<file path="config.mk">
export PLATFORM = sky130hd
export DESIGN_NAME = cci_mpf_shim_lockstep_tx_sched
export DESIGN_NICKNAME = d
export VERILOG_FILES = /design/src/rtl/cci_mpf_shim_pkg.sv /design/src/rtl/cci_mpf_shim_lockstep_qos_cfg.sv /design/src/rtl/cci_mpf_shim_lockstep_tx_sched.sv
export SDC_FILE = /design/constraint.sdc
export NUM_CORES = 1
export LEC_CHECK = 0
export ABC_AREA = 1
export BUFFER_PORTS_ARGS = -buffer_cell sky130_fd_sc_hd__buf_2
export CORE_ASPECT_RATIO = 1.25
export CORE_MARGIN = 2
export CORE_UTILIZATION = 45
export DETAILED_ROUTE_END_ITERATION = 8
export PLACE_DENSITY_LB_ADDON = 0.15
export SETUP_SLACK_MARGIN = 0.3
export SYNTH_ARGS = -nofsm -noshare
export SYNTH_HDL_FRONTEND = slang
export SYNTH_SLANG_ARGS = --single-unit
</file>
<file path="constraint.sdc">
create_clock -name clk -period 1.45 [get_ports clk]
set_input_delay 0 -clock clk [delete_from_list [all_inputs] [get_ports clk]]
set_output_delay 0 -clock clk [all_outputs]
set_load 0.05 [all_outputs]
</file>
<file path="src/rtl/cci_mpf_shim_pkg.sv">
// Shared types for the lockstep c0/c1 Tx buffer shim.
// QoS settings bundle plus packet and config FSM encodings.
package cci_mpf_shim_pkg;

  typedef struct packed {
    logic       enable;
    logic [7:0] beat_delta;
    logic [7:0] min_beat;
  } t_qos_cfg;

  typedef enum logic {
    PKT_IDLE,
    PKT_WR
  } t_pkt_state;

  typedef enum logic [1:0] {
    CFG_INIT,
    CFG_PUSH,
    CFG_IDLE
  } t_cfg_state;

  localparam int QOS_CFG_W = $bits(t_qos_cfg);

endpackage

</file>
<file path="src/rtl/cci_mpf_shim_lockstep_qos_cfg.sv">
// QoS shadow registers and the sequencer that pushes them
// to the buffer's setqos port after reset and on CSR writes.
module cci_mpf_shim_lockstep_qos_cfg
  import cci_mpf_shim_pkg::*;
#(
  parameter int DEF_QOS_ENABLE = 1,
  parameter int DEF_BEAT_DELTA = 6,
  parameter int DEF_MIN_BEAT   = 0
) (
  input  logic                 clk,
  input  logic                 reset,
  input  logic                 csr_qos_wr,
  input  logic [QOS_CFG_W-1:0] csr_qos_data,
  output logic                 setqos,
  output t_qos_cfg             cfg
);

  localparam t_qos_cfg DEF_CFG = '{
    enable:     1'(DEF_QOS_ENABLE),
    beat_delta: 8'(DEF_BEAT_DELTA),
    min_beat:   8'(DEF_MIN_BEAT)
  };

  t_cfg_state state_q, state_d;
  t_qos_cfg   shadow_q, shadow_d;
  logic       hold_q, hold_d;

  // hold_q keeps INIT for one cycle past reset so the
  // default push lands two cycles after release
  always_comb begin
    state_d  = state_q;
    shadow_d = shadow_q;
    hold_d   = 1'b0;
    setqos   = 1'b0;
    case (state_q)
      CFG_INIT: begin
        if (!hold_q) state_d = CFG_PUSH;
      end
      CFG_PUSH: begin
        setqos  = !reset;
        state_d = CFG_IDLE;
      end
      CFG_IDLE: begin
        state_d = CFG_IDLE;
      end
      default: begin
        state_d = CFG_INIT;
      end
    endcase
    if (csr_qos_wr) begin
      shadow_d = t_qos_cfg'(csr_qos_data);
      state_d  = CFG_PUSH;
    end
  end

  always_ff @(posedge clk) begin
    if (reset) begin
      state_q  <= CFG_INIT;
      shadow_q <= DEF_CFG;
      hold_q   <= 1'b1;
    end else begin
      state_q  <= state_d;
      shadow_q <= shadow_d;
      hold_q   <= hold_d;
    end
  end

  assign cfg = shadow_q;

endmodule

</file>
<file path="src/rtl/cci_mpf_shim_lockstep_tx_sched.sv">
// Lockstep c0/c1 Tx dequeue scheduler: issues deqTx,
// tracks write packets, counts stalls, drives QoS config.
module cci_mpf_shim_lockstep_tx_sched
  import cci_mpf_shim_pkg::*;
#(
  parameter int MAX_STALL_CYCLES = 1023,
  parameter int DEF_QOS_ENABLE   = 1,
  parameter int DEF_BEAT_DELTA   = 6,
  parameter int DEF_MIN_BEAT     = 0
) (
  input  logic        clk,
  input  logic        reset,
  input  logic        head_c0_valid,
  input  logic        head_c1_valid,
  input  logic        head_c1_sop,
  input  logic [1:0]  head_c1_cl_len,
  input  logic        fiu_c0_almfull,
  input  logic        fiu_c1_almfull,
  input  logic        csr_qos_wr,
  input  logic [16:0] csr_qos_data,
  output logic        deqTx,
  output logic        setqos,
  output logic        setqos_enable,
  output logic [7:0]  setqos_beat_delta_threshold,
  output logic [7:0]  setqos_min_beat_threshold,
  output logic        in_wr_packet,
  output logic        stall_timeout,
  output logic        pkt_error,
  output logic [15:0] stall_cycles
);

  logic head_any;
  logic c0_blk;
  logic c1_blk;
  logic c1_deq;

  assign head_any = head_c0_valid | head_c1_valid;
  assign c0_blk   = head_c0_valid & fiu_c0_almfull;
  assign c1_blk   = head_c1_valid & fiu_c1_almfull;
  assign deqTx    = head_any & !c0_blk & !c1_blk & !reset;
  assign c1_deq   = deqTx & head_c1_valid;

  t_pkt_state  pkt_state_q, pkt_state_d;
  logic [1:0]  beats_left_q, beats_left_d;
  logic        pkt_error_q, pkt_error_d;
  logic [15:0] stall_cycles_q, stall_cycles_d;
  logic        stall_timeout_q, stall_timeout_d;
  logic        in_wr;

  assign in_wr = (pkt_state_q == PKT_WR);

  // A protocol error restarts tracking from the offending beat
  always_comb begin
    pkt_state_d  = pkt_state_q;
    beats_left_d = beats_left_q;
    pkt_error_d  = pkt_error_q;
    if (c1_deq) begin
      if (in_wr == head_c1_sop) pkt_error_d = 1'b1;
      if (in_wr && !head_c1_sop) begin
        beats_left_d = beats_left_q - 2'd1;
        if (beats_left_q == 2'd1) pkt_state_d = PKT_IDLE;
      end else if (head_c1_sop && head_c1_cl_len != 2'd0) begin
        pkt_state_d  = PKT_WR;
        beats_left_d = head_c1_cl_len;
      end else begin
        pkt_state_d  = PKT_IDLE;
        beats_left_d = 2'd0;
      end
    end
  end

  always_comb begin
    stall_cycles_d  = 16'd0;
    stall_timeout_d = stall_timeout_q;
    if (head_any && !deqTx) begin
      stall_cycles_d = stall_cycles_q;
      if (stall_cycles_q != 16'hFFFF)
        stall_cycles_d = stall_cycles_q + 16'd1;
    end
    if (stall_cycles_q == 16'(MAX_STALL_CYCLES))
      stall_timeout_d = 1'b1;
  end

  always_ff @(posedge clk) begin
    if (reset) begin
      pkt_state_q     <= PKT_IDLE;
      beats_left_q    <= 2'd0;
      pkt_error_q     <= 1'b0;
      stall_cycles_q  <= 16'd0;
      stall_timeout_q <= 1'b0;
    end else begin
      pkt_state_q     <= pkt_state_d;
      beats_left_q    <= beats_left_d;
      pkt_error_q     <= pkt_error_d;
      stall_cycles_q  <= stall_cycles_d;
      stall_timeout_q <= stall_timeout_d;
    end
  end

  assign in_wr_packet  = in_wr;
  assign pkt_error     = pkt_error_q;
  assign stall_cycles  = stall_cycles_q;
  assign stall_timeout = stall_timeout_q;

  t_qos_cfg qos_cfg;

  cci_mpf_shim_lockstep_qos_cfg #(
    .DEF_QOS_ENABLE (DEF_QOS_ENABLE),
    .DEF_BEAT_DELTA (DEF_BEAT_DELTA),
    .DEF_MIN_BEAT   (DEF_MIN_BEAT)
  ) u_qos_cfg (
    .clk          (clk),
    .reset        (reset),
    .csr_qos_wr   (csr_qos_wr),
    .csr_qos_data (csr_qos_data),
    .setqos       (setqos),
    .cfg          (qos_cfg)
  );

  assign setqos_enable               = qos_cfg.enable;
  assign setqos_beat_delta_threshold = qos_cfg.beat_delta;
  assign setqos_min_beat_threshold   = qos_cfg.min_beat;

endmodule
</file>
After elaboration in Yosys (flattened, before gate mapping)

Cells that the tools add are included.

Input port bits: 27
Bits in registers: 41

Mux-type cells: 10
Reduce and logical (&&, ||, !) cells: 15
Bitwise logic cells: 8
Equal/unequal tests: 9
Add/sub/neg operators: 2

Operator list:

| operator                | number |
|---|---|
| $add A16 B1 Y16 const B | 1 |
| $eq A16 B10 Y1 const B  | 1 |
| $ne A16 B16 Y1 const B  | 1 |
| $and A1 B1 Y1           | 6 |
| $mux W1                 | 6 |
| $mux W2                 | 3 |
| $reduce_or A2 Y1        | 3 |
| $logic_not A1 Y1        | 5 |
| $eq A2 B1 Y1 const B    | 2 |
| $pmux W2 S2             | 1 |
| $reduce_and A2 Y1       | 2 |
| $logic_and A1 B1 Y1     | 3 |
| $ne A3 B3 Y1 const B    | 1 |
| $eq A2 B2 Y1 const B    | 1 |
| $logic_not A2 Y1        | 1 |
| $ne A2 B1 Y1 const B    | 1 |
| $ne A2 B2 Y1 const B    | 1 |
| $reduce_bool A2 Y1      | 1 |
| $sub A2 B1 Y2 const B   | 1 |
| $eq A1 B1 Y1            | 1 |
| $not A1 Y1              | 1 |
| $or A1 B1 Y1            | 1 |

Longest topological paths before layout

Word-level depth: 9
Mapped depth: 9
Gate-level depth less buffers: 8

Modules after synthesis

Synthesis repeated with hierarchy kept, for this count alone.

Cells, all modules: 279
Area, all modules: 2064.5 um2

By module, submodules not included:

| module                         | cells an instance | seq. area each (um2) | area each (um2) | times used |
|---|---|---|---|---|
| cci_mpf_shim_lockstep_tx_sched | 185               | 420.4                | 1281.2          | 1 |
| cci_mpf_shim_lockstep_qos_cfg  | 94                | 400.4                | 783.3           | 1 |

Worst setup path before layout

Ideal clock, no wire load.

Path kind: register to register
Start point: reg stall_cycles_q[1], in the netlist stall_cycles[1]
End point: reg stall_cycles_q[1], in the netlist stall_cycles[1]
Path slack: -0.357 ns
Setup time: 0.113 ns
Clock period less this slack: 1.807 ns
Buffers on the path: 1
Stages on the path, launching flop included: 8
Arrival time: 1.693 ns
Required time: 1.337 ns
Cell sequence: dfxtp_1 ha_1 nand3_2 nor2_4 nand3_2 buf_6 o21ai_2 nor2_1

Cells in the longest elaborated chain, start to end: 1
Elaborated cells between the ends (all ways): 2

Ends and longest elaborated chain:

| element                                           | RTL line                                                                   | RTL |
|---|---|---|
| start: declaration                                | cci_mpf_shim_lockstep_tx_sched.sv:46                                       | `logic [15:0] stall_cycles_q, stall_cycles_d;` |
| start signal: assignment                          | cci_mpf_shim_lockstep_tx_sched.sv:95                                       | `stall_cycles_q <= stall_cycles_d;` |
| $add A16 B1 Y16 or $ne A16 B16 Y1 (tied branches) | cci_mpf_shim_lockstep_tx_sched.sv:78, cci_mpf_shim_lockstep_tx_sched.sv:77 |  |

Parallel ways exist; a longest one is shown, timed or not.
A chain may end at the register's enable or synchronous reset.

Worst setup path after layout

Start point: reg stall_cycles_q[1], in the netlist stall_cycles[1]
End point: reg stall_cycles_q[10], in the netlist stall_cycles[10]

Same word-level chain as after synthesis.

==> results.md <==
* Status: complete, no violations
* Min Hold Slack at 0.01034 ns
* Post-Syn Instances at 275
* Initial antenna violation count at 0
* Pwr Density at 859.8 nW/um2
* Fill cell count at 347
* R2R Path End: stall_cycles[10]
* Worst setup path class: flip-flop to flip-flop
* Post-synth cell types at 28
* Clock buffer depth at 2
* DRC violations left at 0
* CTS buffer count at 5
* Ports at 65
* Arrival time at the worst endpoint at 1.46 ns
* Most common cell after layout, fill and taps aside: buf_2
* Peak VDD IR at 0.0008490 V
* Antenna cell count at 0
* WL/cell at 11.64 um
* PortBufs at 64
* Slew Limit Fails at 0
* Synth Cell Area at 1959 um2
* Post-synthesis sequential area ratio at 41.89%
* Yosys warning count at 0
* Largest net degree at the start of global routing at 22
* Syn nets at 308
* HP Class: input port to flip-flop
* RSZ-0062 raised after global routing: yes
* Crit-path max FO at 6
* Synth Area per Inst at 7.125 um2
* Sum Neg Setup Slack at 0 ns
* Clk sinks at 41
* Final period util at 87.29%
* GRT Overall Usage at 21.69%
* Hold-critical path depth at 3
* CTS H-Tree Depth at 2
* Clock Root Buffer: clkbuf_8
* Initial drt markers at 136
* Die ar. at 4901 um2
* Die height at 77.78 um
* WP data required at 1.64 ns
* GRT overflow at 0
* Worst Tran Pin Value at 0.2734 ns
* DP HPWL at 3.251 mm
* CTS clk-pin slew, worst paths at 0.08 ns
* Worst-Skew Late Latency at 0.29 ns
* FF-to-FF Start: stall_cycles[1]
* Fmax at 790.1 MHz
* Pleak at 1.457 nW
* Layout cells sized above 1 at 41.05%
* Worst Hold Endpoint: beats_left_q[0]
* Die width at 63.02 um
* Drt pass-1 iters at 4
* Slew Limit Headroom at 81.77%
* FF-to-FF path depth at 7
* Crit end category: flip-flop
* Synth Register Bits at 41
* # setup viols final at 0
* Commonest cells after routing, fill and taps aside: buf_2, nor2_1, nand2_1
* Antenna-violating nets left at 0
* First-pass GRT wire length at 8.714 mm
* Critical Path Start Type: flip-flop
* Vias per cell at 4.789
* Skew final at 0.006717 ns
* Via count at 2,088
* Vias in the first global route at 2,056
* GPL Wtd Cong at 0.9179
* Layout area overhead at 52.87%
* Tmin final at 1.266 ns
* R2R setup slack at 0.18 ns
* Min-delay src: head_c1_valid
* Max-Cap Viols at 0
* Site row count at 26
* Count of final hold-check violations at 0
* TritonCTS clock tree: yes
* WL final at 5.076 mm
* Nets at 412
* Initial Util at 47.43%
* Core area at 4131 um2
## area by class of cell
type / instances / area, um2 / share of cell area [%]
timing repair buffer: 102 / 671.9 / 22.43
inverter: 38 / 145.1 / 4.845
tap: 56 / 70.07 / 2.339
multi-input combinational: 191 / 1117 / 37.30
clock buffer: 7 / 118.9 / 3.968
clock inverter: 1 / 5.005 / 0.1671
sequential: 41 / 867.1 / 28.95
## repair_timing
| action | in CTS | in global routing |
|---|---|---|
| hold buffers | 18 | 0 |
| pin swaps | 7 | 10 |
| buffers inserted | 5 | 6 |
| hold endpoints to repair | 21 | 0 |
| cloned | 1 | 0 |
| gates resized for setup | 17 | 24 |
| endpoints found under the setup margin | 19 | 23 |
## worst max-delay path, cell delays in order (launching register included)
cell     delay [ns]
dfxtp_4        0.38
ha_4           0.15
nand3_4        0.08
nor2_4         0.15
buf_6          0.15
nand3_2        0.09
nor2_2         0.12
nor2_1         0.05
## kinds of logic (layout without fill, tap and decap cells)
kind of cell / Yosys count / count (layout) / share of synthesized area, %
flip-flops: 41 / 41 / 41.89
adder cells (fa/ha/maj): 6 / 6 / 3.831
buffers and inverters: 44 / 148 / 8.940
XOR/XNOR: 3 / 3 / 1.341
AO/OA/AOI/OAI: 34 / 34 / 9.898
AND/OR/NAND/NOR: 147 / 148 / 34.10
## cell usage after synthesis
cell | number | share of area [%]
nand4_1 | 4 | 1.3
o21ai_0 | 20 | 5.1
nand3b_1 | 1 | 0.38
clkinv_1 | 1 | 0.19
o211a_1 | 1 | 0.51
nor2_4 | 4 | 2.3
o21ai_2 | 2 | 0.89
nand2_2 | 2 | 0.64
inv_2 | 2 | 0.38
ha_1 | 6 | 3.8
a21oi_2 | 1 | 0.45
a31oi_1 | 4 | 1.3
and2_1 | 1 | 0.32
buf_6 | 1 | 0.57
a21oi_1 | 5 | 1.3
xnor2_1 | 3 | 1.3
dfxtp_1 | 41 | 42
o211ai_1 | 1 | 0.38
nor2_1 | 57 | 11
inv_1 | 35 | 6.7
nand2_1 | 51 | 9.8
buf_2 | 1 | 0.26
nor3_1 | 1 | 0.26
clkbuf_1 | 3 | 0.57
nand3_2 | 6 | 3.1
nand3_1 | 19 | 4.9
clkbuf_2 | 1 | 0.26
or2_2 | 1 | 0.32
## worst max path at each step
stage	from	to	depth (start not counted)
final	stall_cycles[1]	stall_cycles[10]	7
after global routing	stall_cycles[0]	stall_cycles[13]	8
after CTS	stall_cycles[0]	stall_cycles[9]	8
after detailed placement	stall_cycles[1]	stall_cycles[9]	8
after global placement	stall_cycles[1]	stall_cycles[13]	8
after floorplan	stall_cycles[1]	stall_cycles[1]	7
## power by group
part | total, W | switching, W | internal, W | leakage (nW)
clock network | 0.000945 | 0.000400 | 0.000545 | 0.0645
logic | 0.000447 | 0.000289 | 0.000158 | 1.04
registers | 0.00118 | 0.0000257 | 0.00116 | 0.348
total | 0.00258 | 0.000714 | 0.00186 | 1.46
## metal layers
layer | routed length, um | part of all wire, % | vias to the layer above | track usage, %
met2 | 2684 | 53 | 60 | 40.53
met3 | 259 | 5.1 | 11 | 6.377
met5 | 0 | 0 | - | 0
li1 | - | - | 1077 | -
met4 | 74 | 1.5 | 0 | 8.222
met1 | 2058 | 41 | 940 | 22.42
## registers in the layout, indices dropped and copies added (netlist names)
| register | cells |
|---|---|
| u_qos_cfg.cfg | 17 |
| stall_cycles | 16 |
| beats_left_q | 2 |
| u_qos_cfg.state_q | 2 |
| in_wr_packet | 1 |
| pkt_error | 1 |
| stall_timeout | 1 |
| u_qos_cfg.hold_q | 1 |
## through the flow
step                util (%)  area (um2)  setup slack [ns]  instances  power [W]
floorplan                  -        2031           0.07733        275   0.001471
detailed placement     59.45        2456           0.09051        398   0.001577
global route           72.50        2995            0.1201        436   0.002696
CTS                    69.26        2861            0.1650        430   0.002571
global placement       59.45        2456            0.1162        398   0.001572
finish                 72.50        2995            0.1843        436   0.002576
Note: power is estimated with default switching activity, not from simulation.
